File: config.mk
export PLATFORM = sky130hd
export DESIGN_NAME = fb_line_scheduler
export DESIGN_NICKNAME = d
export VERILOG_FILES = /design/src/rtl/fb_line_scheduler_pkg.sv /design/src/rtl/fb_line_scheduler_rd_track.sv /design/src/rtl/fb_line_scheduler.sv
export SDC_FILE = /design/constraint.sdc
export NUM_CORES = 1
export LEC_CHECK = 0
export BUFFER_PORTS_ARGS = -buffer_cell sky130_fd_sc_hd__buf_2
export CELL_PAD_IN_SITES_DETAIL_PLACEMENT = 1
export CELL_PAD_IN_SITES_GLOBAL_PLACEMENT = 1
export CORE_MARGIN = 1.5
export CORE_UTILIZATION = 43
export CTS_BUF_LIST = sky130_fd_sc_hd__clkbuf_8 sky130_fd_sc_hd__clkbuf_16
export DETAILED_ROUTE_END_ITERATION = 16
export GPL_TIMING_DRIVEN = 0
export PLACE_DENSITY_LB_ADDON = 0.1
export SYNTH_ARGS = -nofsm -noshare
export SYNTH_HDL_FRONTEND = slang
export SYNTH_SLANG_ARGS = --single-unit
File: constraint.sdc
create_clock -name clk -period 4.9 [get_ports clk]
set_clock_uncertainty 0.1 [all_clocks]
set_input_delay 0.98 -clock clk [delete_from_list [all_inputs] [get_ports clk]]
set_output_delay 0.98 -clock clk [all_outputs]
set_load 0.005 [all_outputs]
File: src/rtl/fb_line_scheduler_pkg.sv
// Shared constants for the framebuffer line scheduler: FSM encoding, pixel width, display geometry.
package fb_line_scheduler_pkg;
    localparam logic [1:0] ST_IDLE  = 2'd0;
    localparam logic [1:0] ST_FETCH = 2'd1;
    localparam logic [1:0] ST_DRAIN = 2'd2;

    localparam int PIX_W       = 12;
    localparam int DISP_W      = 1440;
    localparam int DISP_H      = 900;
    localparam int LINE_PERIOD = 1904;

    localparam int FB_W_DEF = 360;
    localparam int FB_H_DEF = 225;
endpackage

File: src/rtl/fb_line_scheduler_rd_track.sv
// fb_rd_track: RAM_LAT-deep delay line pairing each issued framebuffer read with its line-buffer column.
module fb_rd_track
    import fb_line_scheduler_pkg::*;
#(
    parameter int RAM_LAT = 1,
    parameter int LB_AW   = 9
) (
    input  logic             clk,
    input  logic             rst_n,
    input  logic             i_issue,
    input  logic [LB_AW-1:0] i_col,
    output logic             o_we,
    output logic [LB_AW-1:0] o_col
);
    logic [RAM_LAT-1:0] r_vld;
    logic [LB_AW-1:0]   r_col [RAM_LAT];

    always_ff @(posedge clk or negedge rst_n) begin
        if (!rst_n) begin
            r_vld <= '0;
            for (int i = 0; i < RAM_LAT; i++) r_col[i] <= '0;
        end else begin
            r_vld[0] <= i_issue;
            r_col[0] <= i_col;
            for (int i = 1; i < RAM_LAT; i++) begin
                r_vld[i] <= r_vld[i-1];
                r_col[i] <= r_col[i-1];
            end
        end
    end

    assign o_we  = r_vld[RAM_LAT-1];
    assign o_col = r_col[RAM_LAT-1];
endmodule

File: src/rtl/fb_line_scheduler.sv
// Framebuffer RAM sequencer: burst row fetch into a ping-pong line buffer, arbitrated pixel writes.
// Optional macro FB_DOUBLE_BUF_EN adds a front/back framebuffer selected by the RAM address MSB.
module fb_line_scheduler
    import fb_line_scheduler_pkg::*;
#(
    parameter int FB_W       = FB_W_DEF,
    parameter int FB_H       = FB_H_DEF,
    parameter int SCALE_LOG2 = 2,
    parameter int ADDR_W     = 17,
    parameter int LB_AW      = 9,
    parameter int RAM_LAT    = 1
) (
    input  logic              clk,
    input  logic              rst_n,
    input  logic              i_line_start,
    input  logic [9:0]        i_line_y,
    input  logic              i_wr_valid,
    output logic              o_wr_ready,
    input  logic [ADDR_W-1:0] i_wr_addr,
    input  logic [PIX_W-1:0]  i_wr_data,
`ifdef FB_DOUBLE_BUF_EN
    input  logic              i_frame_start,
    input  logic              i_swap_req,
    output logic              o_fb_front,
    output logic [ADDR_W:0]   o_ram_addr,
`else
    output logic [ADDR_W-1:0] o_ram_addr,
`endif
    output logic              o_ram_en,
    output logic              o_ram_we,
    output logic [PIX_W-1:0]  o_ram_wdata,
    input  logic [PIX_W-1:0]  i_ram_rdata,
    output logic              o_lb_we,
    output logic              o_lb_bank,
    output logic [LB_AW-1:0]  o_lb_addr,
    output logic [PIX_W-1:0]  o_lb_wdata,
    output logic              o_disp_bank,
    output logic              o_overrun
);
`ifdef FB_DOUBLE_BUF_EN
    localparam int RA_W = ADDR_W + 1;
`else
    localparam int RA_W = ADDR_W;
`endif

    logic [1:0]       r_state;
    logic [LB_AW-1:0] r_col;
    logic [1:0]       r_cnt;
    logic [9:0]       r_row;
    logic [9:0]       r_pend_row;
    logic             r_pend;
    logic             r_overrun;
    logic             r_disp_bank;
    logic             r_done_bank;
    logic             r_fill_bank;

    logic             r_ram_en;
    logic             r_ram_we;
    logic [RA_W-1:0]  r_ram_addr;
    logic [PIX_W-1:0] r_ram_wdata;
    logic             r_rd;
    logic [LB_AW-1:0] r_rd_col;

    logic [9:0]        w_row;
    logic              w_req;
    logic              w_busy;
    logic              w_drain_done;
    logic              w_disp_next;
    logic              w_wr_ready;
    logic              w_wr_acc;
    logic [ADDR_W-1:0] w_rd_addr;
    logic [RA_W-1:0]   w_rd_full;
    logic [RA_W-1:0]   w_wr_full;
    logic              w_trk_we;
    logic [LB_AW-1:0]  w_trk_col;

    assign w_row = i_line_y >> SCALE_LOG2;
    assign w_req = i_line_start
                && ((i_line_y & 10'((1 << SCALE_LOG2) - 1)) == 10'd0)
                && (w_row < 10'(FB_H));

    assign w_busy       = (r_state == ST_FETCH) || (r_state == ST_DRAIN);
    assign w_drain_done = (r_state == ST_DRAIN) && (r_cnt == 2'(RAM_LAT));
    assign w_disp_next  = i_line_start ? r_done_bank : r_disp_bank;

    // A required line_start in IDLE claims the port in the same cycle, ahead of any write.
    assign w_wr_ready = (r_state != ST_FETCH) && !((r_state == ST_IDLE) && w_req) && !r_pend;
    assign w_wr_acc   = i_wr_valid && w_wr_ready;

    assign w_rd_addr = ADDR_W'(r_row) * ADDR_W'(FB_W) + ADDR_W'(r_col);

`ifdef FB_DOUBLE_BUF_EN
    logic r_fb_front;
    logic r_swap_lat;

    always_ff @(posedge clk or negedge rst_n) begin
        if (!rst_n) begin
            r_fb_front <= 1'b0;
            r_swap_lat <= 1'b0;
        end else begin
            r_swap_lat <= i_swap_req | (r_swap_lat & ~i_frame_start);
            if (i_frame_start && r_swap_lat) r_fb_front <= ~r_fb_front;
        end
    end

    assign o_fb_front = r_fb_front;
    assign w_rd_full  = {r_fb_front, w_rd_addr};
    assign w_wr_full  = {~r_fb_front, i_wr_addr};
`else
    assign w_rd_full = w_rd_addr;
    assign w_wr_full = i_wr_addr;
`endif

    always_ff @(posedge clk or negedge rst_n) begin
        if (!rst_n) begin
            r_state     <= ST_IDLE;
            r_col       <= '0;
            r_cnt       <= '0;
            r_row       <= '0;
            r_pend_row  <= '0;
            r_pend      <= 1'b0;
            r_overrun   <= 1'b0;
            r_disp_bank <= 1'b0;
            r_done_bank <= 1'b0;
            r_fill_bank <= 1'b1;
        end else begin
            if (i_line_start) r_disp_bank <= r_done_bank;

            // Single-entry request queue while a burst is in flight; a second request is lost.
            if (w_busy && w_req) begin
                if (r_pend) begin
                    r_overrun <= 1'b1;
                end else if (!w_drain_done) begin
                    r_pend     <= 1'b1;
                    r_pend_row <= w_row;
                end
            end

            case (r_state)
                ST_IDLE: begin
                    if (w_req) begin
                        r_state     <= ST_FETCH;
                        r_col       <= '0;
                        r_row       <= w_row;
                        r_fill_bank <= ~w_disp_next;
                    end
                end
                ST_FETCH: begin
                    if (r_col == LB_AW'(FB_W - 1)) begin
                        r_state <= ST_DRAIN;
                        r_cnt   <= '0;
                    end else begin
                        r_col <= r_col + 1'b1;
                    end
                end
                ST_DRAIN: begin
                    if (w_drain_done) begin
                        r_done_bank <= r_fill_bank;
                        r_col       <= '0;
                        r_fill_bank <= ~w_disp_next;
                        if (r_pend) begin
                            r_state <= ST_FETCH;
                            r_row   <= r_pend_row;
                            r_pend  <= 1'b0;
                        end else if (w_req) begin
                            r_state <= ST_FETCH;
                            r_row   <= w_row;
                        end else begin
                            r_state <= ST_IDLE;
                        end
                    end else begin
                        r_cnt <= r_cnt + 1'b1;
                    end
                end
                default: r_state <= ST_IDLE;
            endcase
        end
    end

    always_ff @(posedge clk or negedge rst_n) begin
        if (!rst_n) begin
            r_ram_en    <= 1'b0;
            r_ram_we    <= 1'b0;
            r_ram_addr  <= '0;
            r_ram_wdata <= '0;
            r_rd        <= 1'b0;
            r_rd_col    <= '0;
        end else begin
            r_ram_en <= 1'b0;
            r_ram_we <= 1'b0;
            r_rd     <= 1'b0;
            if (r_state == ST_FETCH) begin
                r_ram_en   <= 1'b1;
                r_ram_addr <= w_rd_full;
                r_rd       <= 1'b1;
                r_rd_col   <= r_col;
            end else if (w_wr_acc) begin
                r_ram_en    <= 1'b1;
                r_ram_we    <= 1'b1;
                r_ram_addr  <= w_wr_full;
                r_ram_wdata <= i_wr_data;
            end
        end
    end

    fb_rd_track #(
        .RAM_LAT (RAM_LAT),
        .LB_AW   (LB_AW)
    ) u_rd_track (
        .clk     (clk),
        .rst_n   (rst_n),
        .i_issue (r_rd),
        .i_col   (r_rd_col),
        .o_we    (w_trk_we),
        .o_col   (w_trk_col)
    );

    assign o_wr_ready  = w_wr_ready;
    assign o_ram_en    = r_ram_en;
    assign o_ram_we    = r_ram_we;
    assign o_ram_addr  = r_ram_addr;
    assign o_ram_wdata = r_ram_wdata;
    assign o_lb_we     = w_trk_we;
    assign o_lb_bank   = w_trk_we & r_fill_bank;
    assign o_lb_addr   = w_trk_we ? w_trk_col : '0;
    assign o_lb_wdata  = w_trk_we ? i_ram_rdata : '0;
    assign o_disp_bank = r_disp_bank;
    assign o_overrun   = r_overrun;
endmodule

==> results of run 1 <==
## per-stage QoR
stage | util | hold slack (ps) | cell area, µm² | power [µW] | instances
final | 0.537 | 263 | 6500 | 1570 | 813
after global routing | 0.537 | 268 | 6500 | 1620 | 813
after CTS | 0.537 | 266 | 6500 | 1590 | 813
after detailed placement | 0.510 | 250 | 6170 | 827 | 797
after global placement | 0.507 | 235 | 6140 | 820 | 796
after floorplan | - | 231 | 5380 | 775 | 517
## cells by family after synthesis
logic type               count (synthesis)  share of synthesized area
AO/OA/AOI/OAI                          105                      0.142
adder cells (fa/ha/maj)                 51                      0.138
AND/OR/NAND/NOR                        145                      0.136
buffers and inverters                   70                     0.0628
flip-flops                              87                      0.405
XOR/XNOR                                23                     0.0416
multiplexers                            36                     0.0738
## routing by layer
metal | global-route usage | share of wire | up-vias
li1 | - | - | 2033
met2 | 0.392 | 0.51 | 85
met5 | 0 | 0 | -
met3 | 0.0422 | 0.039 | 13
met4 | 0.0568 | 0.011 | 0
met1 | 0.267 | 0.44 | 2050
## registers in the layout, summed over array words and instances (netlist names)
| register | flops |
|---|---|
| o_ram_addr | 17 |
| o_ram_wdata | 12 |
| r_row | 10 |
| r_col | 9 |
| r_rd_col | 9 |
| u_rd_track.o_col | 9 |
| r_pend_row | 8 |
| r_cnt | 2 |
| r_state | 2 |
| o_disp_bank | 1 |
| o_overrun | 1 |
| o_ram_en | 1 |
| o_ram_we | 1 |
| r_done_bank | 1 |
| r_fill_bank | 1 |
| r_pend | 1 |
| r_rd | 1 |
| u_rd_track.o_we | 1 |
## path summary, 6_finish.rpt
check	startpoint	end	slack, ps	cells after the start
setup / recovery	r_row[2]	o_ram_addr[15]	710	13
hold / removal	r_rd	u_rd_track.o_we	260	0
setup reg to reg	r_row[2]	o_ram_addr[15]	710	13
hold reg to reg	r_rd	u_rd_track.o_we	260	0
max in group asynchronous	rst_n	r_fill_bank	3640	2
min in group asynchronous	rst_n	o_ram_addr[2]	410	1
## layout make-up
| type | instances | area (µm²) | share of cell area |
|---|---|---|---|
| buffer | 19 | 146 | 0.0225 |
| inverter | 51 | 191 | 0.0294 |
| sequential | 87 | 2180 | 0.335 |
| clock buffer | 10 | 239 | 0.0367 |
| clock inverter | 6 | 92.6 | 0.0142 |
| multi-input combinational | 360 | 2860 | 0.440 |
| tap | 168 | 210 | 0.0323 |
| timing repair buffer | 112 | 586 | 0.0900 |
## cell usage in the layout, fill, tap and decap left out, drive strengths merged, types with 5 or more instances in the layout
cell type | Yosys | routed
a211oi | 8 | 8
a21oi | 27 | 27
and2 | 24 | 24
buf | 7 | 119
clkbuf | 11 | 21
dfrtp | 86 | 86
fa | 14 | 14
ha | 37 | 37
inv | 51 | 52
mux2 | 29 | 29
mux2i | 7 | 7
nand2 | 42 | 42
nand3 | 8 | 8
nor2 | 35 | 35
nor2b | 6 | 6
o21ai | 25 | 25
o221ai | 5 | 5
o22ai | 8 | 8
o31ai | 6 | 6
or4 | 5 | 5
xnor2 | 14 | 14
xor2 | 9 | 9
## worst max-delay path: stages, from the launching register on
cell	delay, ps
dfrtp_1	410
ha_1	360
ha_1	290
inv_1	50
fa_1	500
inv_1	40
ha_1	220
fa_1	450
xor2_2	250
or4b_1	490
o21ai_2	90
nand4_2	150
or4_1	490
a31oi_1	200
## power breakdown
group / switching (µW) / total (µW) / internal (µW)
sequential: 8.65 / 744 / 736
clock: 290 / 754 / 464
combinational: 33.0 / 67.2 / 34.2
==> reports/qor.txt, run 1 <==
outcome = complete, no violations
worst-margin pin slew = 724 ps
CP Data Arrival Time = 4350 ps
final hold vios = 0
mapped cell area = 0.00538 mm²
most common cell in the netlist = dfrtp_1
RSZ-0062 raised after global routing = false
Mapped Cells = 517
CP Launch Type = register
largest net degree at the start of global routing = 69
htree depth = 3
Layout Nets = 746
Fmax = 239 MHz
ranking of synthesized cells by area = dfrtp_1 40%, ha_1 8.6%, fa_1 5.2%, mux2_1 4.8%, inv_1 3.4%
sequential element share of the synthesized area = 0.405
CTS tree = done
synth unique cells = 73
critical path data required time = 5060 ps
Fillers = 1,428
largest area contributor in the netlist = dfrtp_1
Core Rows = 40
Final Setup Violations = 0
initial antenna violation count = 0
DRC = 0
Avg Cell Area, Syn = 10.4 µm²
synthesis-to-finish area growth = 21.0%
top_reg_cell synth = dfrtp_1
leak pwr = 0.00320 µW
top cell type's share of synthesized area = 0.400
die width = 115 µm
GRT Overall Usage = 0.217
number of synthesized flops with an enable pin = 0
Final ANT Viol Nets = 0
Hold WC Path Type = register to register
die area = 0.0132 mm²
Synth Net Count = 623
Synthesis Warnings = 0
GPL Wtd Cong = 0.775
Clk Latency, worst-skew pair = 350 ps
core area = 0.0121 mm²
Die Ht = 115 µm
worst-path maximum fanout = 4
via/cell ratio = 5.14
first-pass iteration count of the detailed router = 4
vias in the first global route = 4,505
first-pass GRT wire length = 22,200 µm
Max Cap Viol = 0
CTS Hold Bufs = 0
post-DP HPWL = 10,400 µm
clock-pin slew on the worst setup and hold paths = 70 ps
CTS buffer count = 9
flops & latches, synth = 87
Rel. slew slack = 0.516
Setup TNS = 0 ps
Setup Fix Bufs, Post-CTS = 0
Longest Clk Path Bufs = 2
I/O Buffers = 111
Pwr per Cell Area = 241 mW/mm²
Synth top cells by count = 86 x dfrtp_1, 49 x inv_1, 42 x nand2_1
GRT overflow = 0
Routed WL = 13,200 µm
minimum clock period = 4190 ps
Critical Path End Type = register
Via Count = 4,181
maximum VDD drop = 0.134 mV
Final WS setup = 712 ps
CTS Sinks = 87
post-CTS resize count = 0
Top Ports = 112
async set-reset flop share out of synthesis = 1.00
kind of critical path = register to register
Ant. Diodes = 0
final slew viol count = 0
Post-Place Setup Slack = 686 ps
DR iter-0 viols = 145
share of cells above drive strength 1 = 0.251
starting density of the core = 0.444
WL per Instance = 16.2 µm
Clk Tree Root Cell = clkbuf_16
Final Cycle Share = 0.855
Note: power is estimated with default switching activity, not from simulation.
==> inputs of run 2 (changes only) <==
MAX_ROUTING_LAYER = met4   (was not set)
==> run 2 against run 1 <==
  * Critical path depth did not move
  * Worst setup slack worse by 2.6 ps
  * Largest cell class unchanged
  * Cell count did not move
  * Count of clock-buffer cells in the layout did not move
  * Maximum frequency is essentially flat
  * Largest power group unchanged
  * First-iteration DRC count decreased by 23%
  * Total power hardly changed
==> reports/qor.txt, run 2 (same netlist as run 1, synthesis figures left out) <==
outcome = complete, no violations
Max Cap Viol = 0 (unchanged)
CTS Sinks = 87 (unchanged)
sequential cell area = 0.00218 mm² (unchanged)
starting density of the core = 0.444 (unchanged)
Die Ht = 115 µm (unchanged)
synthesis-to-finish area growth = 21.0% (unchanged)
DRC = 0 (unchanged)
CTS buffer count = 9 (unchanged)
initial antenna violation count = 0 (unchanged)
placed cells = 797 (unchanged)
Rel. slew slack = 0.519 (+0.00326)
hold depth = 0 (unchanged)
post-CTS resize count = 0 (unchanged)
kind of critical path = register to register
Layout Nets = 746 (unchanged)
Setup Fix Bufs, Post-CTS = 0 (unchanged)
worst hold slack = 263 ps (-0.00700 ps)
Final ANT Viol Nets = 0 (unchanged)
non-filler instance count after layout = 813 (unchanged)
via/cell ratio = 5.15 (+0.12%)
RSZ-0062 raised after global routing = false
Setup TNS = 0 ps (unchanged)
Finished Core Util = 0.537 (unchanged)
CTS tree = done
WL per Instance = 16.2 µm (about the same)
htree depth = 3 (unchanged)
final slew viol count = 0 (unchanged)
final hold vios = 0 (unchanged)
max reg flops = 17 (unchanged)
CP Data Arrival Time = 4350 ps (about the same)
worst r2r dst = o_ram_addr[15]
Final Cycle Share = 0.855 (about the same)
wl on met1 = 5840 µm (-0.21%)
reg-to-reg startpoint = r_row[2]
core area = 0.0121 mm² (unchanged)
Clk Latency, worst-skew pair = 350 ps (about the same)
leak pwr = 0.00320 µW (unchanged)
first-pass iteration count of the detailed router = 4 (unchanged)
most frequent cells in the layout = 112 x buf_2, 86 x dfrtp_1, 49 x inv_1
vias in the first global route = 4,499 (-0.13%)
Longest Clk Path Bufs = 2 (unchanged)
GRT Overall Usage = 0.224 (+0.00683)
Final Setup Violations = 0 (unchanged)
post-DP HPWL = 10,400 µm (unchanged)
most common cell after layout, fill and taps aside = buf_2
CP Launch Type = register
first-pass GRT wire length = 22,300 µm (about the same)
worst-path maximum fanout = 4 (unchanged)
largest net degree at the start of global routing = 69 (unchanged)
GRT overflow = 0 (unchanged)
crit path to = o_ram_addr[15]
critical path data required time = 5060 ps (about the same)
DR iter-0 viols = 111 (-23%)
worst-margin pin slew = 719 ps (-4.87 ps)
die area = 0.0132 mm² (unchanged)
Fillers = 1,428 (unchanged)
Critical Path End Type = register
minimum clock period = 4190 ps (+2.63 ps)
Ant. Diodes = 0 (unchanged)
Pwr Total = 1570 µW (about the same)
Via Count = 4,186 (+0.12%)
area of the multi-input gates = 0.00286 mm² (unchanged)
I/O Buffers = 111 (unchanged)
die width = 115 µm (unchanged)
clock-pin slew on the worst setup and hold paths = 70 ps (about the same)
Fmax = 239 MHz (about the same)
share of cells above drive strength 1 = 0.251 (unchanged)
worst r2r path cells = 13 (unchanged)
Register-to-Register Setup Slack = 710 ps (about the same)
met2 WL = 6660 µm (about the same)
met3 routed WL = 507 µm (-1.2%)
DR top layer = met4
Hold WC Path Type = register to register
Clk Tree Root Cell = clkbuf_16
Routed WL = 13,200 µm (about the same)
CTS Hold Bufs = 0 (unchanged)
Core Rows = 40 (unchanged)
Top Ports = 112 (unchanged)
crit path from = r_row[2]
GPL Wtd Cong = 0.786 (+1.4%)
Pwr per Cell Area = 241 mW/mm² (about the same)
maximum VDD drop = 0.134 mV (+0.35%)
run 2: cell counts in the layout (fill, tap and decap cells not counted):
Identical to the previous run, type by type.
run 2: layout make-up:
| type | count | area share |
|---|---|---|
| multi-input cells | 360 | 0.440 |
| flip-flops and latches | 87 | 0.335 |
| repair buffers | 112 | 0.0900 |
| clock buffers | 10 | 0.0367 |
| well taps | 168 | 0.0323 |
| inverters | 51 | 0.0294 |
| plain buffers | 19 | 0.0225 |
| clock inverters | 6 | 0.0142 |
run 2: how the worst min path moves through the flow:
stage / from / end / slack (ps)
after floorplan: r_rd / u_rd_track.o_we / 230
after global placement: r_rd / u_rd_track.o_we / 240
after detailed placement: r_rd / u_rd_track.o_we / 250
after CTS: r_rd / u_rd_track.o_we / 270
after global routing: r_rd / u_rd_track.o_we / 270
final: r_rd / u_rd_track.o_we / 260
run 2: through the flow:
step / area (µm²) / setup WS (ps)
floorplan: 5380 / 1010
finish: 6500 / 709
CTS: 6500 / 672
detailed placement: 6170 / 686
global placement: 6140 / 820
global route: 6500 / 445
run 2: report_power, final:
group	switching, µW	internal [µW]	leakage [µW]
Combinational	33.1	34.2	0.00198
Sequential	8.59	736	0.00106
Clock	291	464	0.000161
Total	332	1230	0.00320
run 2: per-layer routing:
layer / vias to the layer above / GRT usage
met2: 85 / 0.391
met3: 13 / 0.0411
met1: 2055 / 0.268
li1: 2033 / -
met4: 0 / 0.0568
met5: - / -
run 2: critical path, cell delays in order, from the launching register on:
cell	delay, ps
dfrtp_1	410
ha_1	360
ha_1	290
inv_1	50
fa_1	500
inv_1	40
ha_1	220
fa_1	450
xor2_2	250
or4b_1	490
o21ai_2	90
nand4_2	150
or4_1	490
a31oi_1	200
==> inputs of run 3 (changes only) <==
SKIP_LAST_GASP = 1   (was not set)
SYNTH_HIERARCHICAL = 1   (was not set)
==> run 3 against run 2 <==
  * Worst setup slack got worse by 10 ps
  * Count of clock-buffer cells in the layout is 1 higher
  * Final area is 0.90% lower
  * Combinational power rose by 11%
  * Sequential share of layout area is 0.31 points higher
  * Area after synthesis hardly changed
  * Sequential power about the same
  * Non-clock buffer count down 3
  * Via count rose by 0.88%
  * Flip-flop and latch count stayed put
  * Maximum frequency fell by 0.24%
  * Critical endpoint is now o_ram_addr[14]
==> reports/qor.txt, run 3 <==
Synth top cells by count = 86 x dfrtp_1, 51 x inv_1, 37 x ha_1
most common cell after layout, fill and taps aside = buf_2
GPL Wtd Cong = 0.817 (+4.0%)
Int Pwr = 1140 µW (-7.5%)
CTS buffer count = 9 (unchanged)
mapped cell area = 0.00537 mm² (about the same)
number of synthesized flops with an enable pin = 0 (unchanged)
die area = 0.0132 mm² (about the same)
synthesis-to-finish area growth = 20.0%
Fmax = 238 MHz (-0.24%)
largest stage delay on the critical path = 540 ps (+40 ps)
final hold vios = 0 (unchanged)
most frequent cells in the layout = 112 x buf_2, 86 x dfrtp_1, 54 x inv_1
Hold WC Path Type = register to register
I/O Buffers = 111 (unchanged)
sequential element share of the synthesized area = 0.405 (about the same)
worst path buffer plus inverter count = 3 (+1)
DR iter-0 viols = 162 (+46%)
Clk network pwr share = 0.443 (-0.039)
sw frac = 0.223 (+0.0110)
Clk Latency, worst-skew pair = 340 ps (about the same)
post-DP HPWL = 10,600 µm (+2.2%)
most common cell in the netlist = dfrtp_1
Longest Clk Path Bufs = 2 (unchanged)
final slew viol count = 0 (unchanged)
Final Cycle Share = 0.857 (+0.00209)
CP Launch Type = register
GRT overflow = 0 (unchanged)
Ant. Diodes = 0 (unchanged)
async set-reset flop share out of synthesis = 1.00 (unchanged)
Via Count = 4,223 (+0.88%)
RSZ-0062 raised after global routing = false
Rel. slew slack = 0.497 (-0.0224)
minimum clock period = 4200 ps (+10.2 ps)
clock-pin slew on the worst setup and hold paths = 70 ps (about the same)
Pwr per Cell Area = 228 mW/mm² (-5.3%)
largest net degree at the start of global routing = 63 (-8.7%)
CTS Sinks = 87 (unchanged)
Fillers = 1,425 (-0.21%)
post-CTS resize count = 0 (unchanged)
die width = 115 µm (about the same)
first-pass iteration count of the detailed router = 4 (unchanged)
CTS tree = done
Critical Path End Type = register
synth unique cells = 71 (-2.7%)
starting density of the core = 0.444 (about the same)
leak pwr = 0.00321 µW (+0.27%)
Max Cap Viol = 0 (unchanged)
non-filler instance count after layout = 813 (unchanged)
DRC = 0 (unchanged)
Final Setup Violations = 0 (unchanged)
Setup TNS = 0 ps (unchanged)
Mapped Cells = 517 (unchanged)
maximum VDD drop = 0.153 mV (+14%)
first-pass GRT wire length = 23,000 µm (+3.4%)
flops & latches, synth = 87 (unchanged)
core area = 0.0121 mm² (unchanged)
initial antenna violation count = 0 (unchanged)
via/cell ratio = 5.19 (+0.88%)
sequential cell area = 0.00218 mm² (unchanged)
CTS Hold Bufs = 0 (unchanged)
Avg Cell Area, Syn = 10.4 µm² (about the same)
area of the multi-input gates = 0.00292 mm² (+1.9%)
Layout Nets = 746 (unchanged)
top_reg_cell synth = dfrtp_1
largest area contributor in the netlist = dfrtp_1
worst hold slack = 275 ps (+11.5 ps)
max reg flops = 17 (unchanged)
worst-path maximum fanout = 9 (+5)
GRT Overall Usage = 0.231 (+0.00703)
kind of critical path = register to register
top cell type's share of synthesized area = 0.401 (about the same)
Clk Tree Root Cell = clkbuf_16
crit path cell chain = ha_1 > fa_1 > inv_1 > fa_1 > inv_1 > ha_1 > clkbuf_1 > a41oi_1 > xor2_1 > or3_1 > or3_1 > a31o_2
placed cells = 797 (unchanged)
Synthesis Warnings = 6 (+6)
Routed WL = 13,800 µm (+5.0%)
Setup Fix Bufs, Post-CTS = 0 (unchanged)
critical path's top delay family = adder cells
share of cells above drive strength 1 = 0.290 (+0.0388)
Die Ht = 115 µm (about the same)
worst-margin pin slew = 753 ps (+33.5 ps)
ranking of synthesized cells by area = dfrtp_1 40%, ha_1 8.6%, mux2_2 6.5%, fa_1 5.2%, inv_1 3.6%
Comb power frac = 0.051 (+0.008)
vias in the first global route = 4,693 (+4.3%)
WL per Instance = 17.0 µm (+5.0%)
outcome = complete, no violations
sequential share of power = 0.506 (+0.031)
Finished Core Util = 0.532 (-0.00486)
Top Ports = 112 (unchanged)
fin area = 0.00645 mm² (-0.90%)
CP Data Arrival Time = 4330 ps (-20 ps)
Final ANT Viol Nets = 0 (unchanged)
area post-placement = 0.00617 mm² (about the same)
Synth Net Count = 623 (unchanged)
Critical-path top delay cell = fa_1
Net Sw Power = 328 µW (-1.3%)
Core Rows = 40 (unchanged)
critical path data required time = 5030 ps (-30 ps)
htree depth = 3 (unchanged)
==> run 3: cell count changes in the layout (fill, tap and decap cells not counted), sizes merged, moves of 4 or more <==
cell,previous run,this run
nor2,35,25
a22o,1,9
nand2,42,35
nand2b,2,8
xnor2,14,8
o221ai,5,0
a21oi,27,31
mux2i,7,11
or4,5,1
==> run 3: cells by family after synthesis <==
kind of cell | after synthesis | share of synthesized area
and+or+nand+nor | 138 | 0.142
DFF | 87 | 0.405
adders and majority gates | 51 | 0.138
xor gates and xnor gates | 14 | 0.0228
muxes | 43 | 0.0883
buffers and inverters | 67 | 0.0519
AOI/OAI and AO/OA | 117 | 0.152
==> run 3: worst register-to-register path: cells and delay by family (launching register included) <==
family | cells | cell delay, ps
xor gates and xnor gates | 1 | 220
adders and majority gates | 4 | 1670
DFF | 1 | 410
buffers and inverters | 3 | 440
and+or+nand+nor | 2 | 750
AOI/OAI and AO/OA | 2 | 500
==> run 3: path summary, 6_finish.rpt <==
kind                                       end  cells past startpoint  slack [ps]        start
max in group asynchronous          r_fill_bank                      2        3610        rst_n
min in group asynchronous  u_rd_track/o_col[1]                      1         440        rst_n
min                        u_rd_track/o_col[2]                      0         270  r_rd_col[2]
max reg2reg                     o_ram_addr[14]                     12         700     r_row[7]
max                             o_ram_addr[14]                     12         700     r_row[7]
min reg2reg                u_rd_track/o_col[2]                      0         270  r_rd_col[2]
==> run 3: cell type report <==
class	instances	share of cell area
clock buffers	11	0.0392
repair buffers	112	0.0908
multi-input cells	363	0.452
inverters	51	0.0297
clock inverters	5	0.00388
flip-flops and latches	87	0.338
plain buffers	16	0.0136
well taps	168	0.0326
==> run 3: through the flow <==
stage	power (µW)	setup slack [ps]
2_1_floorplan	781	967
3_3_place_gp	827	765
3_5_place_dp	834	698
4_1_cts	1490	660
5_1_grt	1520	460
6_report	1470	699
==> run 3: layer usage <==
metal / GRT usage / up-vias / wire, µm
li1: - / 2050 / -
met1: 0.281 / 2067 / 6280
met2: 0.399 / 90 / 6810
met3: 0.0380 / 16 / 551
met4: 0.0650 / 0 / 180
met5: - / - / 0
==> run 3: power groups by stage <==
stage	Sequential (µW)	Clock, µW	Combinational, µW
after floorplan	755	0	25.6
after global placement	756	0	70.4
after detailed placement	758	0	76.0
after CTS	744	670	76.4
after global routing	746	695	83.6
final	744	651	74.7
